$ cat src/rtl/ssp_rx_port.sv
// Receive half of the SSP: deserializes TI-synchronous-serial frames into a small
// FIFO that the host drains with PSEL & ~PWRITE reads.
module ssp_rx_port #(
  parameter int DATA_W     = 8,
  parameter int FIFO_DEPTH = 4
) (
  input  logic              PCLK,
  input  logic              CLEAR,
  input  logic              PSEL,
  input  logic              PWRITE,
  input  logic              SSPCLKIN,
  input  logic              SSPFSSIN,
  input  logic              SSPRXD,
  output logic [DATA_W-1:0] PRDATA,
  output logic              SSPRXINTR,
  output logic              SSPRXOVR
);

  localparam int PTR_W = $clog2(FIFO_DEPTH);
  localparam int CNT_W = $clog2(DATA_W);
  localparam logic [PTR_W:0]   FULL     = (PTR_W + 1)'(FIFO_DEPTH);
  localparam logic [CNT_W-1:0] LAST_BIT = CNT_W'(DATA_W - 1);

  typedef enum logic {IDLE, SHIFT} state_t;

  state_t            state;
  logic [CNT_W-1:0]  bit_cnt;
  // Only the low DATA_W-1 bits ever reach a pushed word, so the MSB is not kept.
  logic [DATA_W-2:0] shreg;
  logic [DATA_W-1:0] word;
  logic              clk_q;
  logic              fall;
  logic              lsb;
  logic              pop;
  logic              push;

  logic [DATA_W-1:0] mem [FIFO_DEPTH];
  logic [PTR_W-1:0]  rd_ptr;
  logic [PTR_W-1:0]  wr_ptr;
  logic [PTR_W:0]    count;
  logic [PTR_W:0]    count_next;

  assign fall = clk_q & ~SSPCLKIN;
  assign word = {shreg, SSPRXD};
  assign lsb  = (state == SHIFT) && fall && (bit_cnt == LAST_BIT);
  assign pop  = PSEL & ~PWRITE & (count != '0);
  // A full FIFO still takes the word when the host frees a slot in the same cycle.
  assign push = lsb & ((count != FULL) | pop);

  always_comb begin
    // NOTE: default assignment first so no path leaves count_next unassigned (no latch).
    count_next = count;
    case ({push, pop})
      2'b10:   count_next = count + 1'b1;
      2'b01:   count_next = count - 1'b1;
      default: count_next = count;
    endcase
  end

  // NOTE: storage has no reset; the pointers and count alone define what is valid.
  always_ff @(posedge PCLK) begin
    if (push && !CLEAR) mem[wr_ptr] <= word;
  end

  always_ff @(posedge PCLK) begin
    // NOTE: non-blocking assignments so every register samples pre-edge values.
    if (CLEAR) begin
      state     <= IDLE;
      bit_cnt   <= '0;
      shreg     <= '0;
      clk_q     <= 1'b0;
      rd_ptr    <= '0;
      wr_ptr    <= '0;
      count     <= '0;
      PRDATA    <= '0;
      SSPRXINTR <= 1'b0;
      SSPRXOVR  <= 1'b0;
    end else begin
      clk_q <= SSPCLKIN;
      if (fall) begin
        case (state)
          IDLE: begin
            if (SSPFSSIN) begin
              state   <= SHIFT;
              bit_cnt <= '0;
            end
          end
          SHIFT: begin
            shreg <= word[DATA_W-2:0];
            if (bit_cnt == LAST_BIT) begin
              bit_cnt <= '0;
              // FSS on the LSB period chains straight into the next frame.
              if (!SSPFSSIN) state <= IDLE;
            end else begin
              bit_cnt <= bit_cnt + 1'b1;
            end
          end
          default: state <= IDLE;
        endcase
      end

      if (pop) begin
        PRDATA <= mem[rd_ptr];
        rd_ptr <= rd_ptr + 1'b1;
      end
      if (push) wr_ptr <= wr_ptr + 1'b1;
      if (lsb && !push) SSPRXOVR <= 1'b1;

      count     <= count_next;
      SSPRXINTR <= (count_next == FULL);
    end
  end

endmodule

$ cat config.mk
export PLATFORM = sky130hd
export DESIGN_NAME = ssp_rx_port
export DESIGN_NICKNAME = d
export VERILOG_FILES = /design/src/rtl/ssp_rx_port.sv
export SDC_FILE = /design/constraint.sdc
export NUM_CORES = 1
export LEC_CHECK = 0
export CAP_MARGIN = 40
export CORE_MARGIN = 3
export CORE_UTILIZATION = 35
export CTS_BUF_LIST = sky130_fd_sc_hd__clkbuf_2 sky130_fd_sc_hd__clkbuf_4 sky130_fd_sc_hd__clkbuf_8
export DETAILED_ROUTE_END_ITERATION = 7
export GPL_TIMING_DRIVEN = 1
export REMOVE_ABC_BUFFERS = 1
export SYNTH_ARGS = -nofsm -noshare
export SYNTH_HDL_FRONTEND = slang
export SYNTH_SLANG_ARGS = --single-unit
$ cat constraint.sdc
create_clock -name PCLK -period 4.3 [get_ports PCLK]
set_clock_uncertainty 0.1 [all_clocks]
set_input_delay 1.075 -clock PCLK [delete_from_list [all_inputs] [get_ports PCLK]]
set_output_delay 1.075 -clock PCLK [all_outputs]
set_load 0.005 [all_outputs]
# Word-level counts from Yosys, hierarchy flattened

Memories as Yosys holds them, arrays and structs flattened. A register that Yosys moved wholly into a read port is not among the register bits.
Cells that the tools add are included.

Flip-flop bits (word level): 21
Bits in writable memories: 32
Input port bits: 7
Output and inout bits: 10
Word-level logic and storage cells: 47
Memories: 1

Memory list:

| memory | depth | width | rd ports | clocked after memory_dff | wr ports | line | text |
|---|---|---|---|---|---|---|---|
| mem    | 4     | 8     | 1        | 1                        | 1        | 37   | `logic [DATA_W-1:0] mem [FIFO_DEPTH];` |

$add $sub $neg: 5
Equal/unequal tests: 6
Multiplexer cells: 9
Bitwise logic cells: 8
Reduce and logical (&&, ||, !) cells: 9

Operators with widths:

| cell                  | number |
|---|---|
| $pmux W3 S2           | 2 |
| $add A3 B1 Y3 const B | 2 |
| $eq A3 B3 Y1 const B  | 2 |
| $mux W3               | 2 |
| $add A2 B1 Y2 const B | 2 |
| $and A1 B1 Y1         | 4 |
| $logic_and A1 B1 Y1   | 4 |
| $mux W1               | 4 |
| $reduce_and A2 Y1     | 2 |
| $ne A3 B3 Y1 const B  | 1 |
| $not A1 Y1            | 3 |
| $reduce_bool A3 Y1    | 1 |
| $sub A3 B1 Y3 const B | 1 |
| $eq A2 B1 Y1 const B  | 1 |
| $eq A2 B2 Y1 const B  | 1 |
| $logic_not A1 Y1      | 2 |
| $ne A2 B2 Y1 const B  | 1 |
| $pmux W1 S2           | 1 |
| $or A1 B1 Y1          | 1 |

# Depth between registers and ports, before layout

Gate-level depths: netlist of the first run.

Depth after elaboration: 8
Depth in mapped cells: 9
Mapped depth without buffers: 9

# Worst setup path before layout of the first run

OpenSTA, ideal clock, no wires.

Path kind: input -> register
From: input port SSPCLKIN
To: register count[2]
Setup time: 120 ps
Data arrival time: 2,795 ps
Required time: 4,080 ps
Slack: 1,285 ps
Stages on the path: 7
Buffers on the path: 0
Path through: and4b_1 > nor3_1 > inv_1 > fa_1 > and4_4 > o21a_1 > or2_1

Longest elaborated chain between the ends: 7
Elaborated cells on any way between the ends: 8
Classes of those cells: eq/ne (2); mux (1); bitwise (3); reduce/logical (2)

RTL lines:

| element                                             | line | text |
|---|---|---|
| from (decl)                                         | 11   | `input logic SSPCLKIN,` |
| $not A1 Y1 *                                        | 43   | `assign fall = clk_q & ~SSPCLKIN;` |
| $and A1 B1 Y1 *                                     | 43   |  |
| $logic_and A1 B1 Y1 * (2 in series)                 | 45   | `assign lsb = (state == SHIFT) && fall && (bit_cnt == LAST_BIT);` |
| $and A1 B1 Y1 *                                     | 48   | `assign push = lsb & ((count != FULL) \| pop);` |
| $eq A2 B1 Y1 / $eq A2 B2 Y1 (equally long branches) | 53   | `case ({push, pop})` |
| $pmux W3 S2 *                                       | 53   |  |
| to (signal assigned)                                | 109  | `count <= count_next;` |
| to (decl)                                           | 40   | `logic [PTR_W:0] count;` |

Mark *: on every way between the ends. The rest lies on a longest branch, timed or not.
A chain may end at the register's enable or synchronous reset.

# Worst setup path in the final report of the first run

Same ends and word-level chain as after synthesis.

==> impl_metrics.toml, run 1 <==
[clock_network]
post_cts_buffers = 0
cts_buffers = 9
htreeDepth = 3
root_buffer = "clkbuf_8"
cts_buffer_depth = 2
clock_sinks = 61
clk_latency_ps = 330
path_clk_slew_ps = 60
cts_tree = "yes"
cts.repair.resized = 0
hold_buffers = 0

[sta]
hold_viol = 0
setup-tns-final_ps = 0
fin_crit_ps = 3470
fin_crit_sh_pct = 80.6
grt_setup_unrepaired = "no"
slew_violations = 0
maxSlewHeadroom_pct = 54.5
worst_slack_ps = 832
fmax_mhz = 288
fin_hold_ws_ps = 351
setup_viol = 0
tightestPinTransition_ps = 678

[grt]
grt_pass1_vias = 1365
grt.total_usage_pct = 10.9
grt_max_degree = 30
antenna_found_initial = 0
grt_overflow = 0
grt_pass1_wl_mm = 6.84

[critical_path]
end_kind = "flip-flop"
worstPathMaxFanout = 7
cp-start-kind = "primary input"
r2r_end = "count[2]"
r2r_setup_slack_ps = 1340
required_ps = 4420
cp.arrival_ps = 3580
worstReg2RegStart = "bit_cnt[0]"
ff2ff_path_depth = 9
crit_type = "primary input to flip-flop"

[hold_path]
hp-class = "flip-flop to flip-flop"
hold_depth = 2
min_to = "PRDATA[5]"
worstHoldStart = "PRDATA[5]"

[cells_and_area]
area_growth_pct = 18.1
multi_input_area_um2 = 872
drive_gt1_share_pct = 14.7
final_area_um2 = 2900
nFillCells = 604
antenna_cells = 0
nets = 227
final_util_pct = 44.2
final_cell_count_no_fill = 311
layout.area.seq_um2 = 1540

[placement]
dp.cells = 295
place_ws_ps = 555
place.gp.congestion = 0.682
port_buffers = 16
place_area_um2 = 2720
dp_hpwl_mm = 2.63

[detailed_routing]
drc_errors = 0
vias_per_cell = 4.69
drtIter0Drc = 59
wl_per_cell_um = 13.3
ant_nets = 0
wl_mm = 4.13
dr.pass1.iters = 4
vias = 1459

[synth]
ys_types = 37
synth_edf_count = 32
synthFlopType = "edfxtp_1"
syn_area_um2 = 2460
synthTopCellsByArea = "edfxtp_1, dfxtp_1, mux4_2, nand2_1, a21oi_1"
yosys_warnings = 0
synth_seq_cells = 61
synth_top_cell_area_share_pct = 39.1
syn_area_per_cell_um2 = 12.9
synth_area_leader_cell = "edfxtp_1"
seq_area_frac_synth_pct = 62.8
syn_inst = 191
async_flop_share_pct = 0
netlist_top_cells_count = "edfxtp_1, nand2_1, dfxtp_1, a21oi_1, nor2_1"

[power]
irDropWorstVdd_v = 0.000139
power.density_nw_per_um2 = 374
p_leak_nw = 0.947
total_power_mw = 1.08

[status]
status = "finished, final reports clean"

[floorplanning]
fp.dieH_um = 89.8
ios = 17
die_x_um = 89.8
core_area_um2 = 6570
num_rows = 29
dieArea_um2 = 8060
start_util_pct = 37.4

[job]
maxCapViolations = 0
[cell families after synthesis]
group	count (synthesis)	share of synthesized area [%]
simple gates	71	14.5
xor+xnor	3	1.07
buf+inv	11	1.73
flops	61	62.8
compound gates	29	8.30
mux	9	7.74
fa+ha+maj	7	3.87
[critical path: stages]
cell and delay, ps:
clkdlybuf4s50_1 510, and4b_1 220, nor3_1 580, inv_1 140
fa_1 460, a2111oi_4 280, nor4b_2 110, or2_1 210
[layout by cell type (no fill, tap or decap), drive strengths merged, types with 5 or more instances in the layout]
cell and count:
a21oi 17, nand2 32, inv 5, dfxtp 29
nor3 7, clkdlybuf4s50 16, mux4 8, clkbuf 14
nor2 11, edfxtp 32, ha 6, and2 5
[flip-flops by register name (all words and copies together), names as in the netlist]
signal	flops
clk_q	1
state	1
wr_ptr	2
PRDATA	8
SSPRXINTR	1
SSPRXOVR	1
count	3
bit_cnt	3
shreg	7
rd_ptr	2
mem	32
[final cells by class]
cell class | count | area share (%)
timing repair buffer | 17 | 5.78
sequential | 61 | 53.1
clock buffer | 14 | 6.00
multi-input combinational | 119 | 30.1
clock inverter | 2 | 0.345
tap | 93 | 4.01
inverter | 5 | 0.647
[how the worst max path moves through the flow]
stage          slack (ps)  startpoint  cells after the start       end
2_1_floorplan        1280    SSPCLKIN                      7  count[2]
3_3_place_gp          620    SSPCLKIN                      8  count[2]
3_5_place_dp          560    SSPCLKIN                      8  count[2]
4_1_cts               870    SSPCLKIN                      8  count[2]
5_1_grt               720    SSPCLKIN                      8  count[2]
6_report              830    SSPCLKIN                      8  count[2]
[metal layers]
layer  global-route usage (%)  routed length [um]
met5                        0                   0
met3                     2.25                 136
met4                     7.66                 129
met2                     17.7                1940
met1                     13.1                1920
[where the power goes]
part | internal (mW) | switching, mW
Combinational | 0.00770 | 0.00959
Clock | 0.258 | 0.200
Sequential | 0.608 | 0.00102
Power figures use the tool's default switching activity.
==> run 2: changes to the inputs <==
==> constraint.sdc (replaced) <==
create_clock -name PCLK -period 3.35 [get_ports PCLK]
set_clock_uncertainty 0.1 [all_clocks]
set_input_delay 0.8375 -clock PCLK [delete_from_list [all_inputs] [get_ports PCLK]]
set_output_delay 0.8375 -clock PCLK [all_outputs]
set_load 0.005 [all_outputs]
==> impl_metrics.toml, run 2 (same netlist as run 1, synthesis figures left out) <==
[critical_path]
required_ps = 3470
worstReg2RegStart = "bit_cnt[0]"
r2r_setup_slack_ps = 840
cp-start-kind = "primary input"
worstPathMaxFanout = 5
startpoint = "SSPCLKIN"
crit_type = "primary input to flip-flop"
r2r_end = "count[2]"
end_kind = "flip-flop"
ff2ff_path_depth = 9
cp-endpoint = "count[2]"
cp.arrival_ps = 2910

[sta]
fin_crit_sh_pct = 83.3
setup_viol = 0
fin_crit_ps = 2790
hold_viol = 0
tightestPinTransition_ps = 619
maxSlewHeadroom_pct = 58.7
fmax_mhz = 358
grt_setup_unrepaired = "no"
fin_hold_ws_ps = 353
worst_slack_ps = 560
setup-tns-final_ps = 0
slew_violations = 0

[clock_network]
cts_tree = "yes"
htreeDepth = 3
cts.repair.resized = 0
clock_sinks = 61
clk_latency_ps = 340
cts_buffers = 9
post_cts_buffers = 0
cts_buffer_depth = 2
hold_buffers = 0
root_buffer = "clkbuf_8"
path_clk_slew_ps = 60

[placement]
port_buffers = 16
place.gp.congestion = 0.742
dp_hpwl_mm = 2.68
place_ws_ps = 222
place_area_um2 = 2740

[cells_and_area]
multi_input_area_um2 = 872
final_util_pct = 44.7
drive_gt1_share_pct = 15.8
regMostFlops = "mem"
nFillCells = 618
largest_reg_flops = 32
area_growth_pct = 19.6
largestRegisters = "mem x32, PRDATA x8, shreg x7"
nets = 230
layout.area.seq_um2 = 1540
antenna_cells = 0
final_cell_mix = "nand2_1, edfxtp_1, dfxtp_1, a21oi_1, clkdlybuf4s50_1"
final_area_um2 = 2940

[floorplanning]
dieArea_um2 = 8060
num_rows = 29
fp.dieH_um = 89.8
ios = 17
core_area_um2 = 6570
die_x_um = 89.8
start_util_pct = 37.4

[detailed_routing]
wl_mm = 4.05
vias = 1441
drtIter0Drc = 49
dr.pass1.iters = 4
vias_per_cell = 4.59
drc_errors = 0
ant_nets = 0
wl_per_cell_um = 12.9

[grt]
grt_overflow = 0
grt_max_degree = 30
grt_pass1_wl_mm = 6.95
grt.total_usage_pct = 11.2
antenna_found_initial = 0
grt_pass1_vias = 1414

[status]
status = "finished, final reports clean"

[job]
maxCapViolations = 0

[hold_path]
hp-class = "flip-flop to flip-flop"

[power]
p_leak_nw = 0.964
power.density_nw_per_um2 = 492
irDropWorstVdd_v = 0.000251
## run 2: changes by cell type in the layout (fill, tap and decap cells not counted)
cell / change
bufinv_16: +1
clkbuf_4: -3
clkinvlp_4: +1
clkbuf_8: -1
inv_6: +1
buf_4: +3
clkinv_2: +1
## run 2: layout make-up
class / count / share of cell area (%)
repair buffers: 20 / 6.47
flip-flops and latches: 61 / 52.5
well taps: 93 / 3.96
clock inverters: 6 / 2.09
inverters: 5 / 0.639
multi-input cells: 119 / 29.7
clock buffers: 10 / 4.68
## run 2: metal layers
metal	track usage [%]	wire length [um]	up-vias	part of all wire (%)
met5	0	0	-	0
met4	8.30	104	0	2.6
met2	17.0	1910	21	47
li1	-	-	741	-
met3	3.17	116	8	2.9
met1	13.6	1910	671	47
## run 2: metrics by stage
step           std cells  power (mW)
5_1_grt              314        1.51
3_3_place_gp         298       0.820
2_1_floorplan        185       0.804
3_5_place_dp         298       0.820
6_report             314        1.45
4_1_cts              314        1.47
## run 2: worst max-delay path, stage by stage
cell and delay [ps]:
clkdlybuf4s50_1 510, and4b_1 220, nor3_1 240, inv_1 80
fa_1 430, a2111oi_4 270, nor4b_2 120, or2_1 210
## run 2: worst min path at each step
stage              start        end  slack [ps]  cells past startpoint
2_1_floorplan  PRDATA[0]  PRDATA[0]         350                      2
3_3_place_gp   PRDATA[5]  PRDATA[5]         340                      2
3_5_place_dp   PRDATA[5]  PRDATA[5]         350                      2
4_1_cts        PRDATA[2]  PRDATA[2]         360                      2
5_1_grt        PRDATA[7]  PRDATA[7]         380                      2
6_report       PRDATA[3]  PRDATA[3]         350                      2
## run 2: where the power goes
part	total [mW]	switching [mW]	internal (mW)	leakage, nW
combinational	0.0217	0.0118	0.00990	0.328
clock	0.643	0.281	0.362	0.102
sequential	0.782	0.00140	0.780	0.533
total	1.45	0.294	1.15	0.964
